<file path="src/rtl/uart_rx_byte_fifo.sv">
// ---------------------------------------------------------------------------
// UartRxByteFifo (module uart_rx_byte_fifo)
//
// Receive-side byte buffer between the UART RX deserializer and the frame
// parser. First-word-fall-through: the head byte is always presented on
// rx_fifo_data_o while rx_fifo_empty_o is low, and the parser consumes it
// with rx_fifo_rd_en_i. Adds sticky overflow/underflow flags, a saturating
// drop counter and an inter-byte idle timeout pulse.
//
// Ports
//   clk_i              system clock
//   rst_i              synchronous reset, active-high
//   rx_data_i    [7:0] byte from UART RX
//   rx_valid_i         one-cycle strobe qualifying rx_data_i
//   rx_fifo_rd_en_i    parser pop request
//   flush_i            discard all contents (synchronous)
//   clear_flags_i      clear overflow, underflow and overflow_count
//   rx_fifo_data_o     head byte, valid only while !rx_fifo_empty_o
//   rx_fifo_empty_o    occupancy is zero
//   rx_fifo_full_o     occupancy equals DEPTH
//   rx_fifo_count_o    occupancy, $clog2(DEPTH+1) bits
//   overflow_o         sticky: a byte was dropped
//   underflow_o        sticky: pop attempted while empty
//   overflow_count_o   dropped bytes, saturates at 8'hFF
//   idle_timeout_o     one-cycle pulse TIMEOUT_CYCLES clocks after last push
// ---------------------------------------------------------------------------
module uart_rx_byte_fifo #(
  parameter int DEPTH          = 64,
  parameter int TIMEOUT_CYCLES = 32768
) (
  input  logic                       clk_i,
  input  logic                       rst_i,
  input  logic [7:0]                 rx_data_i,
  input  logic                       rx_valid_i,
  input  logic                       rx_fifo_rd_en_i,
  input  logic                       flush_i,
  input  logic                       clear_flags_i,
  output logic [7:0]                 rx_fifo_data_o,
  output logic                       rx_fifo_empty_o,
  output logic                       rx_fifo_full_o,
  output logic [$clog2(DEPTH+1)-1:0] rx_fifo_count_o,
  output logic                       overflow_o,
  output logic                       underflow_o,
  output logic [7:0]                 overflow_count_o,
  output logic                       idle_timeout_o
);

  localparam int AW = $clog2(DEPTH);
  localparam int CW = $clog2(DEPTH + 1);
  localparam int TW = $clog2(TIMEOUT_CYCLES);

  logic [7:0]    mem [DEPTH];

  logic [AW-1:0] wrPtr_q, wrPtr_d;
  logic [AW-1:0] rdPtr_q, rdPtr_d;
  logic [CW-1:0] count_q, count_d;
  logic          overflow_q, overflow_d;
  logic          underflow_q, underflow_d;
  logic [7:0]    ovfCount_q, ovfCount_d;
  logic [TW-1:0] timer_q, timer_d;
  logic          armed_q, armed_d;
  logic          timeout_q, timeout_d;

  logic          isEmpty;
  logic          isFull;
  logic          doPop;
  logic          doPush;
  logic          dropEvt;
  logic          underEvt;

  // Decide what happens at the coming edge. Flush overrides every push, pop
  // and flag event. A full FIFO still accepts a push when the same cycle pops,
  // because the pop frees the slot; an empty FIFO accepts the push but ignores
  // the pop, which counts as an underflow.
  always_comb begin
    isEmpty  = (count_q == '0);
    isFull   = (count_q == CW'(DEPTH));
    doPop    = rx_fifo_rd_en_i && !isEmpty && !flush_i;
    doPush   = rx_valid_i && (!isFull || (rx_fifo_rd_en_i && !isEmpty)) && !flush_i;
    dropEvt  = rx_valid_i && isFull && !rx_fifo_rd_en_i && !flush_i;
    underEvt = rx_fifo_rd_en_i && isEmpty && !flush_i;

    wrPtr_d     = wrPtr_q;
    rdPtr_d     = rdPtr_q;
    count_d     = count_q;
    overflow_d  = overflow_q;
    underflow_d = underflow_q;
    ovfCount_d  = ovfCount_q;
    timer_d     = timer_q;
    armed_d     = armed_q;
    timeout_d   = 1'b0;

    if (flush_i) begin
      wrPtr_d = '0;
      rdPtr_d = '0;
      count_d = '0;
    end else begin
      if (doPush) begin
        wrPtr_d = wrPtr_q + AW'(1);
      end
      if (doPop) begin
        rdPtr_d = rdPtr_q + AW'(1);
      end
      if (doPush && !doPop) begin
        count_d = count_q + CW'(1);
      end else if (doPop && !doPush) begin
        count_d = count_q - CW'(1);
      end
    end

    // A clear in the same cycle as a new event leaves the event recorded,
    // so the clear is applied first and the event layered on top.
    if (clear_flags_i) begin
      overflow_d  = 1'b0;
      underflow_d = 1'b0;
      ovfCount_d  = 8'h00;
    end
    if (dropEvt) begin
      overflow_d = 1'b1;
      if (ovfCount_d != 8'hFF) begin
        ovfCount_d = ovfCount_d + 8'd1;
      end
    end
    if (underEvt) begin
      underflow_d = 1'b1;
    end

    // The timer disarms when it expires, so it never needs to wrap. An
    // accepted push on the expiry edge restarts it and swallows the pulse.
    if (flush_i) begin
      armed_d = 1'b0;
    end else if (doPush) begin
      timer_d = '0;
      armed_d = 1'b1;
    end else if (armed_q) begin
      if (timer_q == TW'(TIMEOUT_CYCLES - 1)) begin
        timeout_d = 1'b1;
        armed_d   = 1'b0;
      end else begin
        timer_d = timer_q + TW'(1);
      end
    end
  end

  // Control state register with synchronous reset.
  always_ff @(posedge clk_i) begin
    if (rst_i) begin
      wrPtr_q     <= '0;
      rdPtr_q     <= '0;
      count_q     <= '0;
      overflow_q  <= 1'b0;
      underflow_q <= 1'b0;
      ovfCount_q  <= 8'h00;
      timer_q     <= '0;
      armed_q     <= 1'b0;
      timeout_q   <= 1'b0;
    end else begin
      wrPtr_q     <= wrPtr_d;
      rdPtr_q     <= rdPtr_d;
      count_q     <= count_d;
      overflow_q  <= overflow_d;
      underflow_q <= underflow_d;
      ovfCount_q  <= ovfCount_d;
      timer_q     <= timer_d;
      armed_q     <= armed_d;
      timeout_q   <= timeout_d;
    end
  end

  // Storage array has no reset; a stray write during reset is harmless
  // because the pointers and count restart from zero.
  always_ff @(posedge clk_i) begin
    if (doPush) begin
      mem[wrPtr_q] <= rx_data_i;
    end
  end

  // First-word-fall-through head and status outputs.
  always_comb begin
    rx_fifo_data_o   = mem[rdPtr_q];
    rx_fifo_empty_o  = isEmpty;
    rx_fifo_full_o   = isFull;
    rx_fifo_count_o  = count_q;
    overflow_o       = overflow_q;
    underflow_o      = underflow_q;
    overflow_count_o = ovfCount_q;
    idle_timeout_o   = timeout_q;
  end

endmodule
</file>
<file path="config.mk">
export PLATFORM = sky130hd
export DESIGN_NAME = uart_rx_byte_fifo
export DESIGN_NICKNAME = d
export VERILOG_FILES = /design/src/rtl/uart_rx_byte_fifo.sv
export SDC_FILE = /design/constraint.sdc
export NUM_CORES = 1
export LEC_CHECK = 0
export CAP_MARGIN = 20
export CORE_MARGIN = 2
export CORE_UTILIZATION = 52
export CTS_BUF_LIST = sky130_fd_sc_hd__clkbuf_8 sky130_fd_sc_hd__clkbuf_16
export DETAILED_ROUTE_END_ITERATION = 12
export PLACE_DENSITY = 0.66
export RECOVER_POWER = 25
export SYNTH_ARGS = -nofsm -noshare
export SYNTH_HDL_FRONTEND = slang
export SYNTH_SLANG_ARGS = --single-unit
export TNS_END_PERCENT = 100
</file>
<file path="constraint.sdc">
create_clock -name clk_i -period 4.4 [get_ports clk_i]
set_clock_uncertainty 0.05 [all_clocks]
set_input_delay 0.66 -clock clk_i [delete_from_list [all_inputs] [get_ports clk_i]]
set_output_delay 0.66 -clock clk_i [all_outputs]
set_load 0.05 [all_outputs]
</file>
==> out/metrics.cfg <==
[global_route]
overflow = 0
grt_use_total_pct = 23.6
antenna_found_initial = 0
grt_pass1_wl_mm = 77.0
grt_max_degree = 65
grt_pass1_vias = 11975

[timing]
rsz0062_at_grt = no
finalSetupTns_ps = 0
tightest_slew_ps = 3070
post-route-period-util_pct = 96.3
maxSlewHeadroom_pct = -105
setup_viol = 0
fmax_mhz = 236
finalHoldViolations = 0
fin_crit_ps = 4240
setup_slack_ps = 163
slew_violations = 272

[routing]
wl_per_cell_um = 26.2
firstDrtPassIters = 7
post-route-drc-count = 0
drt_iter0_markers = 1447
viasPerCell = 6.19
ant_nets = 0
vias = 12097
drt_wl_total_mm = 51.2

[placement]
placed_cells = 1847
io_buffers = 41
place_hpwl_mm = 32.0
post_dp_cell_area_um2 = 24000
pre_cts_ws_ps = 305
gp_congestion = 0.891

[clock_tree]
cts-hold-fix-buffers = 0
htree_levels = 2
cts_tree = yes
cts_root_buf = clkbuf_16
cts_buffers = 56
cts_sinks = 564
clkTransAtPathRegs_ps = 60
clk_latency_ps = 600
clk_path_buf_depth = 3

[layout]
regArea_um2 = 16400
n_fill_cell = 3124
final_area_um2 = 25800
stdcell_count = 1953
multi_input_area_um2 = 5680
area_delta_synth_final_pct = 15.2
antenna_cells = 0
drive_above_1_share_pct = 24.0
final_net_count = 1388
utilization_pct = 60.3

[setup_path]
r2r_cells = 11
cp_max_fo = 37
crit_buf_inv = 3
crit_family = buffers and inverters
rr_startpoint = rx_fifo_count_o[0]$_SDFFE_PP0P_
crit_chain = buf_12 -> buf_12 -> mux4_2 -> a22o_1 -> a221oi_2 -> o221ai_1 -> dlygate4sd2_1
crit_type = register to primary output
cp.arrival_ps = 3530
critical_path.max_stage_delay_ps = 550
worstPathRequired_ps = 3690
end_kind = primary output
worstReg2RegEnd = rx_fifo_count_o[6]$_SDFFE_PP0P_
cp_common_cell = buf_12
crit_path_start_kind = register
reg2reg_slack_ps = 870
cp_num_cells = 7
crit_slowest_cell = mux4_2

[synthesis]
avgSynthCellArea_um2 = 18.3
ys.flop_type = edfxtp_1
ys_types = 67
seq_area_frac_synth_pct = 73.3
ys_warn_count = 0
syn_inst = 1224
ys_ff_latch = 564
synth_fp_nets = 1249
async_flop_share_pct = 0
synth_edf_count = 512
syn_area_um2 = 22400

[floorplanning]
dieWidth_um = 212
core_um2 = 42800
io_pins = 42
start_util_pct = 52.3
die_area_um2 = 44700
die_y_um = 212
rows = 76

[run_status]
outcome = complete, but fails checks
violations = capacitance limit, slew limit

[hold_path]
min_to = timer_q[12]$_SDFFE_PP0P_
holdPathStages = 1
worstHoldStart = timer_q[12]$_SDFFE_PP0P_
hold_path.class = register to register

[power_and_ir_drop]
vdd_drop_max_mv = 0.294
pwr_density_cell_nw_per_um2 = 424
leakagePower_nw = 8.15

[run]
drv_cap = 5

## worst register-to-register path, delay by kind of cell (launching register included)
kind / cells / cell delay, ps
adder cells (fa/ha/maj): 2 / 630
AO/OA/AOI/OAI: 4 / 860
buffers and inverters: 2 / 480
flip-flops: 1 / 370
multiplexers: 1 / 330
AND/OR/NAND/NOR: 2 / 710
## per-layer routing
metal	vias up	global-route usage [%]	part of all wire [%]
li1	5246	-	-
met1	6253	35.8	43
met2	506	35.7	46
met3	92	3.58	7.9
met4	0	7.33	2.7
met5	-	0	0
## cell usage after synthesis, drive strengths merged (6+ instances only)
| master | n | area (um^2) |
|---|---|---|
| edfxtp | 512 | 15400 |
| mux4 | 128 | 2880 |
| nor2 | 115 | 432 |
| dfxtp | 52 | 1040 |
| clkbuf | 44 | 165 |
| a21oi | 35 | 175 |
| nand2 | 30 | 113 |
| nand3 | 29 | 145 |
| a22oi | 24 | 180 |
| buf | 23 | 113 |
| nor2b | 18 | 113 |
| mux2i | 15 | 150 |
| o21ai | 13 | 65.1 |
| nor3 | 12 | 65.1 |
| or3 | 11 | 70.1 |
| ha | 10 | 125 |
| inv | 10 | 37.5 |
| xor2 | 10 | 87.6 |
| nor4 | 9 | 56.3 |
| o211ai | 9 | 67.6 |
| xnor2 | 8 | 70.1 |
| nand4 | 7 | 43.8 |
| o22ai | 7 | 43.8 |
| or2 | 7 | 43.8 |
| nand3b | 6 | 45.0 |
| or4 | 6 | 52.6 |
## state kept, by name (all words and copies together), names as in the netlist, 6 cells and up, named ones only
register	cells
overflow_count_o	8
rx_fifo_count_o	7
wrPtr_q	6
rdPtr_q	6
timer_q	15
mem	512
## metrics by stage
stage / hold WS, ps / power [mW]
2_1_floorplan: 391 / 6.24
3_3_place_gp: 404 / 6.43
3_5_place_dp: 413 / 6.44
4_1_cts: 403 / 11.0
5_1_grt: 445 / 11.3
6_report: 423 / 10.9
## cells in the final DEF, fill, tap and decap left out, drive strengths merged, types with 5 or more instances in the layout
master         count
edfxtp           512
mux4             128
nor2             115
buf              106
clkbuf            70
dfxtp             52
a21oi             35
nand2             30
nand3             29
inv               26
clkdlybuf4s50     25
a22oi             24
clkinv            20
nor2b             18
mux2i             15
o21ai             13
nor3              12
or3               11
xor2              10
ha                10
nor4               9
o211ai             9
xnor2              8
or2                7
o22ai              7
nand4              7
nand3b             6
or4                6
nand2b             5
o31ai              5
bufinv             5
o311ai             5
## timing repair
action | in CTS | in global routing
setup buffers | 1 | 0
endpoints found under the setup margin | 5 | 4
resized for setup | 3 | 4
## cells by family (layout without fill, tap and decap cells)
family                   Yosys count  after routing  share of synthesized area, %
adder cells (fa/ha/maj)           11             11                         0.648
flip-flops                       564            564                          73.3
multiplexers                     147            147                          13.7
XOR/XNOR                          18             18                         0.704
AO/OA/AOI/OAI                    136            136                          4.25
buffers and inverters             78            261                          1.42
AND/OR/NAND/NOR                  270            270                          5.94
## where the power goes
part,internal [mW],switching (mW)
logic,0.159,0.300
registers,5.85,0.0126
clock network,2.66,1.96
## area by class of cell
| type | count | share of cell area, % |
|---|---|---|
| flip-flops and latches | 564 | 63.6 |
| multi-input cells | 582 | 22.0 |
| clock buffers | 59 | 5.63 |
| repair buffers | 148 | 4.69 |
| well taps | 546 | 2.65 |
| clock inverters | 43 | 1.23 |
| inverters | 11 | 0.160 |
## how the worst max path moves through the flow
stage,slack (ps),from,to
after global placement,330,register,rx_fifo_data_o[7]
after floorplan,710,rx_fifo_count_o[0]$_SDFFE_PP0P_,rx_fifo_count_o[6]$_SDFFE_PP0P_
final,160,register,rx_fifo_data_o[7]
after detailed placement,310,register,rx_fifo_data_o[7]
after global routing,40,register,rx_fifo_data_o[7]
after CTS,30,register,rx_fifo_data_o[4]
No activity file was read; power rests on OpenSTA's default activity.
==> patch 1: new RTL, config.mk and constraints unchanged <==
Change the parameter `DEPTH` from 64 to 128.
--- a/src/rtl/uart_rx_byte_fifo.sv
+++ b/src/rtl/uart_rx_byte_fifo.sv
@@ -25,7 +25,7 @@
 //   idle_timeout_o     one-cycle pulse TIMEOUT_CYCLES clocks after last push
 // ---------------------------------------------------------------------------
 module uart_rx_byte_fifo #(
-  parameter int DEPTH          = 64,
+  parameter int DEPTH          = 128,
   parameter int TIMEOUT_CYCLES = 32768
 ) (
   input  logic                       clk_i,
Ports: changed (resized rx_fifo_count_o); port bits go from 42 to 43. The function was not compared with the original's and may differ.
==> patch 1 against the unedited design <==
- the run still ends with max-capacitance violations, max-slew violations left
- synthesized area grew 90%
- total power up 91%
- clock power increased by 93%
- wire length rose by 91%
- critical endpoint is now rx_fifo_data_o[0]
- non-clock buffer count grew 36
- critical path depth rose by 2
- setup slack got worse by 29 ps
- sequential cell count is 516 higher
- global-route usage fell by 0.17 points
- sequential power up 93%
- final area is 88% higher
- fmax is 0.68% lower
- hold slack got worse by 5.0 ps
- synthesized cell count rose by 78%
==> patch 1: results (changes against the unedited design) <==
[status]
status = complete, but fails checks  ; unchanged
violations = max-capacitance violations, max-slew violations  ; unchanged

[drt]
dr.first_iter.drc_count = 2339  ; was 1447
wl_per_cell_um = 27.96  ; was 26.23 um
vias = 21580  ; was 12100
firstDrtPassIters = 9  ; was 7

[setup_path]
r2r_start = rx_fifo_count_o[3]  ; was rx_fifo_count_o[0]
worstPathArrival_ps = 3560  ; was 3530 ps
regToRegEndpoint = rx_fifo_count_o[6]  ; unchanged
slowest_delay_ps = 510  ; was 550 ps
cp_top_family = buffers and inverters  ; unchanged
cp_slowest_cell = or4_1  ; was mux4_2
critPathMaxFanout = 26  ; was 37
rrSetupSlack_ps = 510  ; was 870 ps
rr_worst_depth = 11  ; unchanged

[clock_network]
clockBufferDepth = 3  ; unchanged
clock_latency_ps = 680  ; was 600 ps
cts.clk_slew.worst_paths_ps = 60  ; about the same
numCtsBuffers = 107  ; was 56
htreeDepth = 3  ; was 2

[cells_and_area]
n_antenna_cell = 0  ; unchanged
largest_register = mem  ; unchanged
layout-drive-gt1-share_pct = 23.98  ; was 24.02%
n_fill_cell = 5707  ; was 3124
reg_top3 = mem: 1024 flops, timer_q: 15 flops
final_nets = 2381  ; was 1388

[grt]
met2_usage_pct = 37.61  ; was 35.70%
grt_util_met1_pct = 33.71  ; was 35.80%
track_usage_pct = 23.41  ; was 23.58%
grt_pass1_wl_mm = 145.7  ; was 77.01 mm
antenna_found_initial = 2  ; was 0
grt_max_degree = 105  ; was 65
grt.met3_usage_pct = 3.648  ; was 3.575%

[power_and_ir_drop]
max-vdd-ir-drop_mv = 0.3053  ; was 0.2944 mV
leakage_nw = 14.91  ; was 8.150 nW

[place]
gp_congestion = 0.8629  ; was 0.8910
dp_hpwl_mm = 60.28  ; was 32.02 mm
placed_area_sq_um = 45020  ; was 24010 sq um
io_buffers = 42  ; was 41
preCtsSetupSlack_ps = 320.9  ; was 305.1 ps

[timing]
fin_crit_sh_pct = 96.95  ; was 96.29%
slew_violations = 471  ; was 272
relSlewSlack_pct = -162.3  ; was -104.9%
hold_viol_final = 0  ; unchanged

[synth]
synth_area_leaders = edfxtp_1, mux4_2, mux2i_1  ; was edfxtp_1, mux4_2, dfxtp_1
yosysSeqAreaShare_pct = 74.82  ; was 73.30%
yosys-top-cells-count = edfxtp_1, mux4_2, nor2_1, mux2i_1, mux2_2  ; was edfxtp_1, mux4_2, nor2_1, dfxtp_1, clkbuf_1
yosys.cell_types.count = 56  ; was 67
synthArstFlopShare_pct = 0  ; unchanged
synth_edf_count = 1024  ; was 512
syn_nets = 2208  ; was 1249

[hold_path]
min_from = overflow_o  ; was timer_q[12]
min_path_cells = 2  ; was 1
holdPathEnd = overflow_o  ; was timer_q[12]

[job]
max_cap_viol_count = 9  ; was 5

## patch 1: cell types whose count changed after synthesis, moves of 40 or more
cell / delta
a22o_1: +45
buf_2: +40
edfxtp_1: +512
mux2_2: +60
mux2i_1: +111
mux4_2: +80
nor2_1: +57
## patch 1: report_power, final
group	internal (mW)	switching [mW]
clock	5.09	3.83
combinational	0.275	0.479
sequential	11.3	0.0184
total	16.6	4.33
## patch 1: how the worst max path moves through the flow
| stage | from | endpoint | cells after the start |
|---|---|---|---|
| CTS | register | rx_fifo_data_o[5] | 9 |
| detailed placement | rx_fifo_rd_en_i | rx_fifo_count_o[7] | 12 |
| global route | register | rx_fifo_data_o[5] | 9 |
| finish | register | rx_fifo_data_o[0] | 9 |
| global placement | rx_fifo_rd_en_i | rx_fifo_count_o[7] | 12 |
| floorplan | rx_fifo_count_o[3] | rx_fifo_count_o[7] | 12 |
## patch 1: repair_timing
action / in CTS / in global routing
setup buffers: 10 / 0
resized for setup: 3 / 0
endpoints found under the setup margin: 8 / 0
## patch 1: logic make-up after synthesis
group / Yosys count / synth area share (%)
AO/OA/AOI/OAI: 178 / 3.199
XOR/XNOR: 23 / 0.4729
adder cells (fa/ha/maj): 12 / 0.3701
buffers and inverters: 129 / 1.422
flip-flops: 1080 / 74.82
multiplexers: 398 / 15.65
AND/OR/NAND/NOR: 362 / 4.068
## patch 1: metal layers
| metal | share of wire (%) | wire length, um |
|---|---|---|
| met4 | 2.3 | 2236 |
| met5 | 0 | 0 |
| met2 | 49 | 47660 |
| met3 | 7.2 | 7060 |
| met1 | 42 | 41020 |
## patch 1: final cells by class
type,instances,area (sq um),area share [%]
clock buffers,111,2744,5.645
clock inverters,87,715.7,1.472
inverters,9,33.78,0.06950
multi-input cells,973,10130,20.84
flip-flops and latches,1080,31880,65.59
well taps,1060,1326,2.729
repair buffers,184,1777,3.655
## patch 1: worst min-delay path: cells and delay by family (launching register included)
| kind | cells | cell delay (ps) |
|---|---|---|
| DFF | 1 | 310 |
| and+or+nand+nor | 1 | 60 |
| AOI/OAI and AO/OA | 1 | 50 |
## patch 1: metrics by stage
step	utilization, %	std cells	hold WS (ps)	total power [mW]
final	60.15	3504	417.7	20.96
after global routing	60.15	3504	442.6	21.54
after CTS	60.19	3503	344.5	21.08
after detailed placement	55.71	3294	409.3	12.24
after global placement	55.69	3293	404.1	12.22
after floorplan	-	2182	388.9	11.88
==> patch 2: new RTL, same flow settings <==
Without the edit above. Make the reset (`rst_i`) asynchronous in one clocked block. Comments in the files are not updated.
--- a/src/rtl/uart_rx_byte_fifo.sv
+++ b/src/rtl/uart_rx_byte_fifo.sv
@@ -143,7 +143,7 @@
   end
 
   // Control state register with synchronous reset.
-  always_ff @(posedge clk_i) begin
+  always_ff @(posedge clk_i or posedge rst_i) begin
     if (rst_i) begin
       wrPtr_q     <= '0;
       rdPtr_q     <= '0;
Behaviour: differs if rst_i is asserted again (counterexample within 4 cycles, from zero or initial values and one cycle with rst_i high); with rst_i held inactive, the same outputs for 4 cycles.
==> patch 2 against the unedited design <==
- the flow still finishes with violations (max-capacitance violations, max-slew violations)
- final area fell by 1.5%
- sequential cell count fell by 6
- fmax is 0.63% higher
- synthesized area is 0.65% higher
- non-clock buffer count is 60 lower
- first-iteration DRC count down 11%
- synthesized cell count rose by 1.5%
- setup slack better by 26 ps
- wire length decreased by 2.7%
- register-to-register slack worse by 90 ps
- final cell count fell by 0.10%
- critical path type unchanged
Power is not compared: it rests on default switching activity, and its combinational part moved more than twofold at a synthesized area within 25%.
==> patch 2: results (changes against the unedited design) <==
[status]
status = complete, but fails checks  ; unchanged
violations = max-capacitance violations, max-slew violations  ; unchanged

[setup_path]
critPathMaxFanout = 20  ; was 37
cp_slowest_cell = dfrtp_4  ; was mux4_2
worstPathArrival_ps = 3500  ; was 3530 ps
slowest_delay_ps = 640  ; was 550 ps

[drt]
dr.first_iter.drc_count = 1295  ; was 1447
wl_per_cell_um = 25.54  ; was 26.23 um
vias = 11720  ; was 12100
firstDrtPassIters = 5  ; was 7

[cells_and_area]
final_nets = 1346  ; was 1388
n_fill_cell = 3164  ; was 3124
largest_register = mem  ; unchanged
layout-drive-gt1-share_pct = 18.67  ; was 24.02%
largest_reg_flops = 512  ; unchanged

[synth]
synth.area.mux_share_pct = 13.08  ; was 13.74%
synthArstFlopShare_pct = 8.244  ; was 0%
synth-adder-area-share_pct = 0.6439  ; was 0.6480%
yosys-top-cells-count = edfxtp_1, mux4_2, nor2_1, dfrtp_1, mux2i_1  ; was edfxtp_1, mux4_2, nor2_1, dfxtp_1, clkbuf_1
yosys.area_share.xor_xnor_pct = 1.049  ; was 0.7039%
synth-compound-area-share_pct = 4.263  ; was 4.246%
yosysSeqAreaShare_pct = 73.31  ; was 73.30%
synth_area_leaders = edfxtp_1, mux4_2, dfrtp_1  ; was edfxtp_1, mux4_2, dfxtp_1
yosys.cell_types.count = 59  ; was 67

[grt]
grt_max_degree = 91  ; was 65
grt_pass1_wl_mm = 75.40  ; was 77.01 mm
track_usage_pct = 22.95  ; was 23.58%

[place]
gp_congestion = 0.8103  ; was 0.8910
dp_hpwl_mm = 30.90  ; was 32.02 mm
preCtsSetupSlack_ps = 652.7  ; was 305.1 ps

[clock_network]
post_cts_buffers = 0  ; was 1
ctsHoldBuffers = 0  ; unchanged
numCtsBuffers = 55  ; was 56
ctsResizeCount = 1  ; was 3
htreeDepth = 2  ; unchanged

[timing]
slew_violations = 271  ; was 272
worstMarginPinSlew_ps = 3372  ; was 3073 ps

[job]
max_cap_viol_count = 6  ; was 5

[hold_path]
hold_class = reg -> reg  ; unchanged

[patch 2: cell types whose count changed in the layout (fill, tap and decap cells not counted), moves of 13 or more]
cell / delta
a211oi_1: +13
dfrtp_1: +43
mux2i_1: +28
mux4_2: -22
buf_4: -54
dfxtp_1: -49
[patch 2: cell families (layout without fill, tap and decap cells)]
kind of cell    Yosys count  count (layout)
compound gates          139             139
xor+xnor                 27              27
fa+ha+maj                11              11
buf+inv                  79             203
flops                   558             558
mux                     158             158
simple gates            270             270
[patch 2: power by group]
group          leakage (nW)  internal, mW  switching [mW]
combinational          2.00         0.926            1.25
clock                 0.904          2.55            1.96
sequential             5.23          5.85           0.116
total                  8.13          9.33            3.33
[patch 2: metal layers]
layer	routed length, um	track usage [%]
met1	21860	34.45
met2	23370	35.31
met3	3850	4.594
met4	739	4.930
met5	0	0
[patch 2: layout make-up]
type                    instances  area [sq um]  area share, %
clock buffers                  60          1456          5.729
clock inverters                42         286.5          1.127
inverters                      13         48.80         0.1919
multi-input cells             605          5619          22.10
flip-flops and latches        558         16540          65.05
well taps                     585         732.0          2.879
repair buffers                 88         742.0          2.919
[patch 2: worst paths after layout]
check                                 endpoint  slack (ps)                from  depth (start not counted)
max reg2reg                 rx_fifo_count_o[6]         780  rx_fifo_count_o[1]                         11
max                          rx_fifo_data_o[5]         190          rdPtr_q[1]                          9
min in group asynchronous  overflow_count_o[1]        1430               rst_i                          3
min reg2reg                        underflow_o         450         underflow_o                          1
min                                underflow_o         450         underflow_o                          1
max in group asynchronous           rdPtr_q[2]        1000               rst_i                          3
[patch 2: metrics by stage]
step / instance area [sq um] / cells
after CTS: 25410 / 1948
after global routing: 25420 / 1951
final: 25420 / 1951
after detailed placement: 23670 / 1846
after floorplan: 22540 / 1242
after global placement: 23670 / 1846
